$ cat config.mk
export PLATFORM = sky130hd
export DESIGN_NAME = mul_div_unit
export DESIGN_NICKNAME = d
export VERILOG_FILES = /design/src/rtl/mips_pkg.sv /design/src/rtl/md_addsub.sv /design/src/rtl/md_fa.sv /design/src/rtl/mul_div_unit.sv
export SDC_FILE = /design/constraint.sdc
export NUM_CORES = 1
export LEC_CHECK = 0
export CAP_MARGIN = 10
export CORE_ASPECT_RATIO = 1.2
export CORE_MARGIN = 8
export CORE_UTILIZATION = 40
export CTS_CLUSTER_DIAMETER = 80
export DETAILED_ROUTE_END_ITERATION = 10
export GPL_TIMING_DRIVEN = 0
export SYNTH_ARGS = -nofsm -noshare
export SYNTH_HDL_FRONTEND = slang
export SYNTH_SLANG_ARGS = --single-unit
$ cat constraint.sdc
create_clock -name clk -period 16.6 [get_ports clk]
set_input_delay 4.15 -clock clk [delete_from_list [all_inputs] [get_ports clk]]
set_output_delay 4.15 -clock clk [all_outputs]
set_load 0.05 [all_outputs]
$ cat src/rtl/mips_pkg.sv
// Shared encodings for the MIPS EX-stage multiply/divide unit.
package mips_pkg;
  localparam int MD_ITER = 32;

  typedef enum logic [1:0] {
    OP_MULT  = 2'b00,
    OP_MULTU = 2'b01,
    OP_DIV   = 2'b10,
    OP_DIVU  = 2'b11
  } md_op_e;

  typedef enum logic [1:0] {
    S_IDLE = 2'd0,
    S_RUN  = 2'd1,
    S_FIX  = 2'd2
  } md_state_e;
endpackage

$ cat src/rtl/md_addsub.sv
// Ripple add/subtract: sum = x + y, or x - y when sub is set.
module md_addsub #(
  parameter int W = 33
) (
  input  logic [W-1:0] x,
  input  logic [W-1:0] y,
  input  logic         sub,
  output logic [W-1:0] sum
);
  logic [W-1:0] yb;
  logic [W-1:0] c;

  assign yb   = y ^ {W{sub}};
  assign c[0] = sub;

  genvar i;
  generate
    for (i = 0; i < W-1; i++) begin : g_fa
      md_fa u_fa (.x(x[i]), .y(yb[i]), .ci(c[i]), .s(sum[i]), .co(c[i+1]));
    end
  endgenerate

  // Carry out of the top bit is never consumed.
  assign sum[W-1] = x[W-1] ^ yb[W-1] ^ c[W-1];
endmodule

$ cat src/rtl/md_fa.sv
// One-bit full-adder cell.
module md_fa (
  input  logic x,
  input  logic y,
  input  logic ci,
  output logic s,
  output logic co
);
  assign s  = x ^ y ^ ci;
  assign co = (x & y) | (ci & (x ^ y));
endmodule

$ cat src/rtl/mul_div_unit.sv
// Iterative MULT/MULTU/DIV/DIVU with HI/LO ownership; one add/sub step per cycle.
module mul_div_unit
  import mips_pkg::*;
#(
  parameter int WIDTH = 32,
  parameter int ITER  = MD_ITER
) (
  input  logic             clk,
  input  logic             reset,
  input  logic             start,
  input  logic [1:0]       op,
  input  logic [WIDTH-1:0] a,
  input  logic [WIDTH-1:0] b,
  output logic             busy,
  output logic             done,
  output logic             div_by_zero,
  output logic [WIDTH-1:0] hi,
  output logic [WIDTH-1:0] lo
);
  localparam int CW = $clog2(ITER);

  md_state_e          state, state_n;
  logic [CW-1:0]      count;
  logic [WIDTH:0]     acc, as_x, as_y, as_sum, mul_s;
  logic [WIDTH-1:0]   mq, mcand, abs_a, abs_b, res_hi, res_lo;
  logic [2*WIDTH-1:0] prod, prod_fix;
  logic               is_div, sign_q, sign_r, commit;
  logic               op_div, op_sgn, sa, sb, launch, dbz;

  assign op_div = (op == OP_DIV) || (op == OP_DIVU);
  assign op_sgn = (op == OP_MULT) || (op == OP_DIV);
  assign sa     = op_sgn & a[WIDTH-1];
  assign sb     = op_sgn & b[WIDTH-1];
  assign abs_a  = sa ? -a : a;
  assign abs_b  = sb ? -b : b;
  assign launch = start && (state == S_IDLE);
  assign dbz    = launch && op_div && (b == '0);

  // Divide feeds the left-shifted remainder; multiply feeds the accumulator.
  assign as_x = is_div ? {acc[WIDTH-1:0], mq[WIDTH-1]} : acc;
  assign as_y = {1'b0, mcand};

  md_addsub #(.W(WIDTH+1)) u_addsub (
    .x   (as_x),
    .y   (as_y),
    .sub (is_div),
    .sum (as_sum)
  );

  assign mul_s    = mq[0] ? as_sum : acc;
  assign prod     = {acc[WIDTH-1:0], mq};
  assign prod_fix = sign_q ? -prod : prod;

  always_comb begin
    state_n = state;
    case (state)
      S_IDLE:  if (launch && !dbz) state_n = S_RUN;
      S_RUN:   if (count == CW'(ITER-1)) state_n = S_FIX;
      S_FIX:   state_n = S_IDLE;
      default: state_n = S_IDLE;
    endcase
  end

  always_ff @(posedge clk) begin
    if (reset) state <= S_IDLE;
    else       state <= state_n;
  end

  always_ff @(posedge clk) begin
    if (reset) begin
      busy        <= 1'b0;
      done        <= 1'b0;
      div_by_zero <= 1'b0;
      hi          <= '0;
      lo          <= '0;
      commit      <= 1'b0;
      count       <= '0;
      acc         <= '0;
      mq          <= '0;
      mcand       <= '0;
      is_div      <= 1'b0;
      sign_q      <= 1'b0;
      sign_r      <= 1'b0;
      res_hi      <= '0;
      res_lo      <= '0;
    end else begin
      done        <= 1'b0;
      div_by_zero <= 1'b0;
      commit      <= 1'b0;
      // busy trails the state by one edge so it drops exactly as HI/LO load
      busy        <= (state != S_IDLE);
      if (commit) begin
        hi   <= res_hi;
        lo   <= res_lo;
        done <= 1'b1;
      end
      case (state)
        S_IDLE: begin
          if (dbz) begin
            done        <= 1'b1;
            div_by_zero <= 1'b1;
          end else if (launch) begin
            is_div <= op_div;
            mcand  <= op_div ? abs_b : abs_a;
            mq     <= op_div ? abs_a : abs_b;
            acc    <= '0;
            sign_q <= sa ^ sb;
            sign_r <= sa;
            count  <= '0;
          end
        end
        S_RUN: begin
          count <= count + CW'(1);
          if (is_div) begin
            acc <= as_sum[WIDTH] ? as_x : as_sum;
            mq  <= {mq[WIDTH-2:0], ~as_sum[WIDTH]};
          end else begin
            acc <= {1'b0, mul_s[WIDTH:1]};
            mq  <= {mul_s[0], mq[WIDTH-1:1]};
          end
        end
        S_FIX: begin
          commit <= 1'b1;
          if (is_div) begin
            res_lo <= sign_q ? -mq : mq;
            res_hi <= sign_r ? -acc[WIDTH-1:0] : acc[WIDTH-1:0];
          end else begin
            {res_hi, res_lo} <= prod_fix;
          end
        end
        default: ;
      endcase
    end
  end
endmodule

==> metrics.csv <==
stage;metric;value;unit
pwr;cellLeakagePower;0.005820;uW
run_status;status;finished clean;
worst_setup_path;path_common_cell;fa_1;
drt;drt-pass1-iter-count;6;
timing;relSlewSlack;15.19;%
worst_setup_path;slowest_delay;0.55;ns
drt;drtAntennaViolNets;0;
yosys;ys_types;75;
yosys;syn-mean-instance-area;8.021;sq um
floorplanning;core_area;37870;sq um
global_route;grt_first_pass_wirelength;99700;um
cells_and_area;final_nets;2183;
place;portBuffers;132;
flow_run;cap_violations;0;
timing;setup-violations-final;0;
worst_setup_path;critPathLaunch;is_div;
yosys;ys_seq_elements;239;
clock_tree;postCtsHoldBufs;0;
clock_tree;clkSinkCount;239;
drt;drc;0;
floorplanning;die_x;194.9;um
drt;wl_per_cell;26.46;um
worst_setup_path;path_max_fanout;10;
worst_setup_path;criticalPathCategory;reg -> reg;
yosys;netlist_area;15360;sq um
timing;rsz0062_at_grt;false;
drt;vias;15520;
pwr;p_per_area;89.55;nW/um^2
drt;via_per_inst;6.026;
clock_tree;cts_buffers;26;
pwr;peakVddDrop;70.28;uV
clock_tree;cts_root_buf;clkbuf_16;
clock_tree;cts_tree;yes;
floorplanning;die_area;44950;sq um
yosys;yosys_warnings;0;
clock_tree;cts.repair.resized;0;
clock_tree;cts_setup_buffers;0;
worst_setup_path;rr_startpoint;is_div;
yosys;synth_seq_area_share;31.15;%
drt;routed_wl;68130;um
global_route;antenna_found_initial;0;
worst_setup_path;cp.required;17.07;ns
cells_and_area;areaGrowthSynthToFinish;18.24;%
clock_tree;htreeDepth;1;
timing;setup_ws;0.4461;ns
global_route;grtUsageTotal;29.13;%
yosys;dominantRegCellSynth;dfxtp_1;
clock_tree;clk_pin_slew_worst_paths;0.06;ns
global_route;grt_max_degree;14;
worst_setup_path;critPathSlowestCell;clkbuf_1;
floorplanning;start_util;40.56;%
hold_path;min_from;res_hi[6];
worst_setup_path;start_kind;flop;
yosys;synth_edf_count;0;
clock_tree;clock_latency;0.55;ns
place;gp_congestion;0.9967;
place;dp_hpwl;55130;um
hold_path;hold_class;reg -> reg;
yosys;syn_nets;2021;
clock_tree;clockBufferDepth;3;
timing;period_needed;16.15;ns
global_route;grt_pass1_vias;15370;
timing;whs;0.4543;ns
yosys;async_flop_share;0;%
floorplanning;rows;78;
timing;fin_skew;0.01145;ns
cells_and_area;n_antenna_cell;0;
timing;setup_tns;0;ns
worst_setup_path;arrival;16.63;ns
cells_and_area;layout-drive-gt1-share;4.630;%
drt;drt_iter0_drc;1206;
timing;hold_viol_final;0;
yosys;synth_cells;1915;
floorplanning;io_pins;136;
place;dpl_worst_slack;0.3258;ns
floorplanning;die_h;230.7;um
timing;finalMaxSlewViolations;0;
timing;final.period_utilization;97.31;%
global_route;grt.overflow.total;0;
timing;max_clock_freq;61.90;MHz
worst_setup_path;cp-end-kind;flop;
pwr;total_power;1626;uW
timing;worst_pin_slew;1.260;ns
## report_power, final
part | switching [uW] | internal [uW] | total (uW)
Sequential | 18.7 | 593 | 611
Clock | 249 | 342 | 591
Combinational | 286 | 138 | 424
Total | 554 | 1070 | 1630
## sequential cells by signal (all words and copies together), names as in the netlist, 2 cells and up
signal  flops
mq         32
mcand      32
hi         32
state       2
count       5
acc        33
lo         32
res_hi     32
res_lo     32
## cells in the final DEF (no fill, tap or decap), types with 67 or more instances in the layout
master           netlist  routed
a211oi_1             124     124
a21oi_1              117     117
clkbuf_1             154     156
clkdlybuf4s50_1        0     132
dfxtp_1              239     239
mux2i_1              132     132
nand2_1              132     132
nor2_1               262     262
o21ai_0               87      87
xnor2_1               77      77
xor2_1                67      67
## layout make-up
| cell class | count | area, sq um |
|---|---|---|
| fill | 3771 | 19710 |
| multi-input combinational | 1459 | 9737 |
| sequential | 239 | 4785 |
| timing repair buffer | 134 | 1331 |
| buffer | 189 | 738.2 |
| clock buffer | 34 | 730.7 |
| tap | 480 | 600.6 |
| clock inverter | 12 | 133.9 |
| inverter | 28 | 105.1 |
## cell usage after synthesis (all sizes together), types with 11 or more instances
library cell	instances	area [sq um]
nand2b	11	68.82
o31ai	17	127.6
nand3	35	175.2
dfxtp	239	4785
nand4	11	68.82
nor4	41	296.5
clkbuf	157	593.1
or4	15	120.1
fa	31	620.6
buf	32	141.4
nand2	132	495.5
a21oi	117	585.6
mux2	11	123.9
nor2b	11	68.82
inv	27	101.4
o41ai	14	122.6
o21ai	90	454.2
nor3	46	235.2
xor2	67	586.8
nor2	262	983.4
mux2i	132	1321
a31oi	42	262.8
xnor2	77	674.4
nand3b	14	105.1
or3	23	143.9
a211oi	125	950.9
a311oi	11	96.34
## worst max-delay path, delay by kind of cell, from the launching register on
family,cells,cell delay (ns)
fa+ha+maj,31,11.56
buf+inv,9,3.04
compound gates,4,0.72
flops,1,0.30
xor+xnor,1,0.27
simple gates,1,0.14
## per-stage QoR
stage          std cells  utilization [%]  instance area [sq um]
4_1_cts             2574            47.94                  18150
3_5_place_dp        2528            45.65                  17290
2_1_floorplan       1915                -                  15360
3_3_place_gp        2527            45.64                  17280
5_1_grt             2575            47.96                  18160
6_report            2575            47.96                  18160
## path summary, 6_finish.rpt
check                           slack (ns)  cells after the start         to
worst max-delay path                  0.45                     46    acc[18]
worst min-delay path                  0.45                      2  res_hi[6]
worst max register to register        0.45                     46    acc[18]
worst min register to register        0.45                      2  res_hi[6]
## cell families (layout without fill, tap and decap cells)
logic type                 after synthesis  count (layout)  synth area share [%]
DFF                                    239             239                 31.15
buffers and inverters                  217             397                 5.466
muxes                                  143             143                 9.409
and+or+nand+nor                        641             641                 20.01
AOI/OAI and AO/OA                      494             494                 21.23
adders and majority gates               37              37                 4.529
xor gates and xnor gates               144             144                 8.211
## per-layer routing
metal / vias to the layer above / track usage (%) / wire length (um)
met1: 7380 / 31.92 / 25420
met3: 177 / 4.075 / 4189
met4: 0 / 19.23 / 5073
met2: 716 / 52.07 / 33450
met5: - / 0 / 0
li1: 7244 / - / -
No activity file was read; power rests on OpenSTA's default activity.
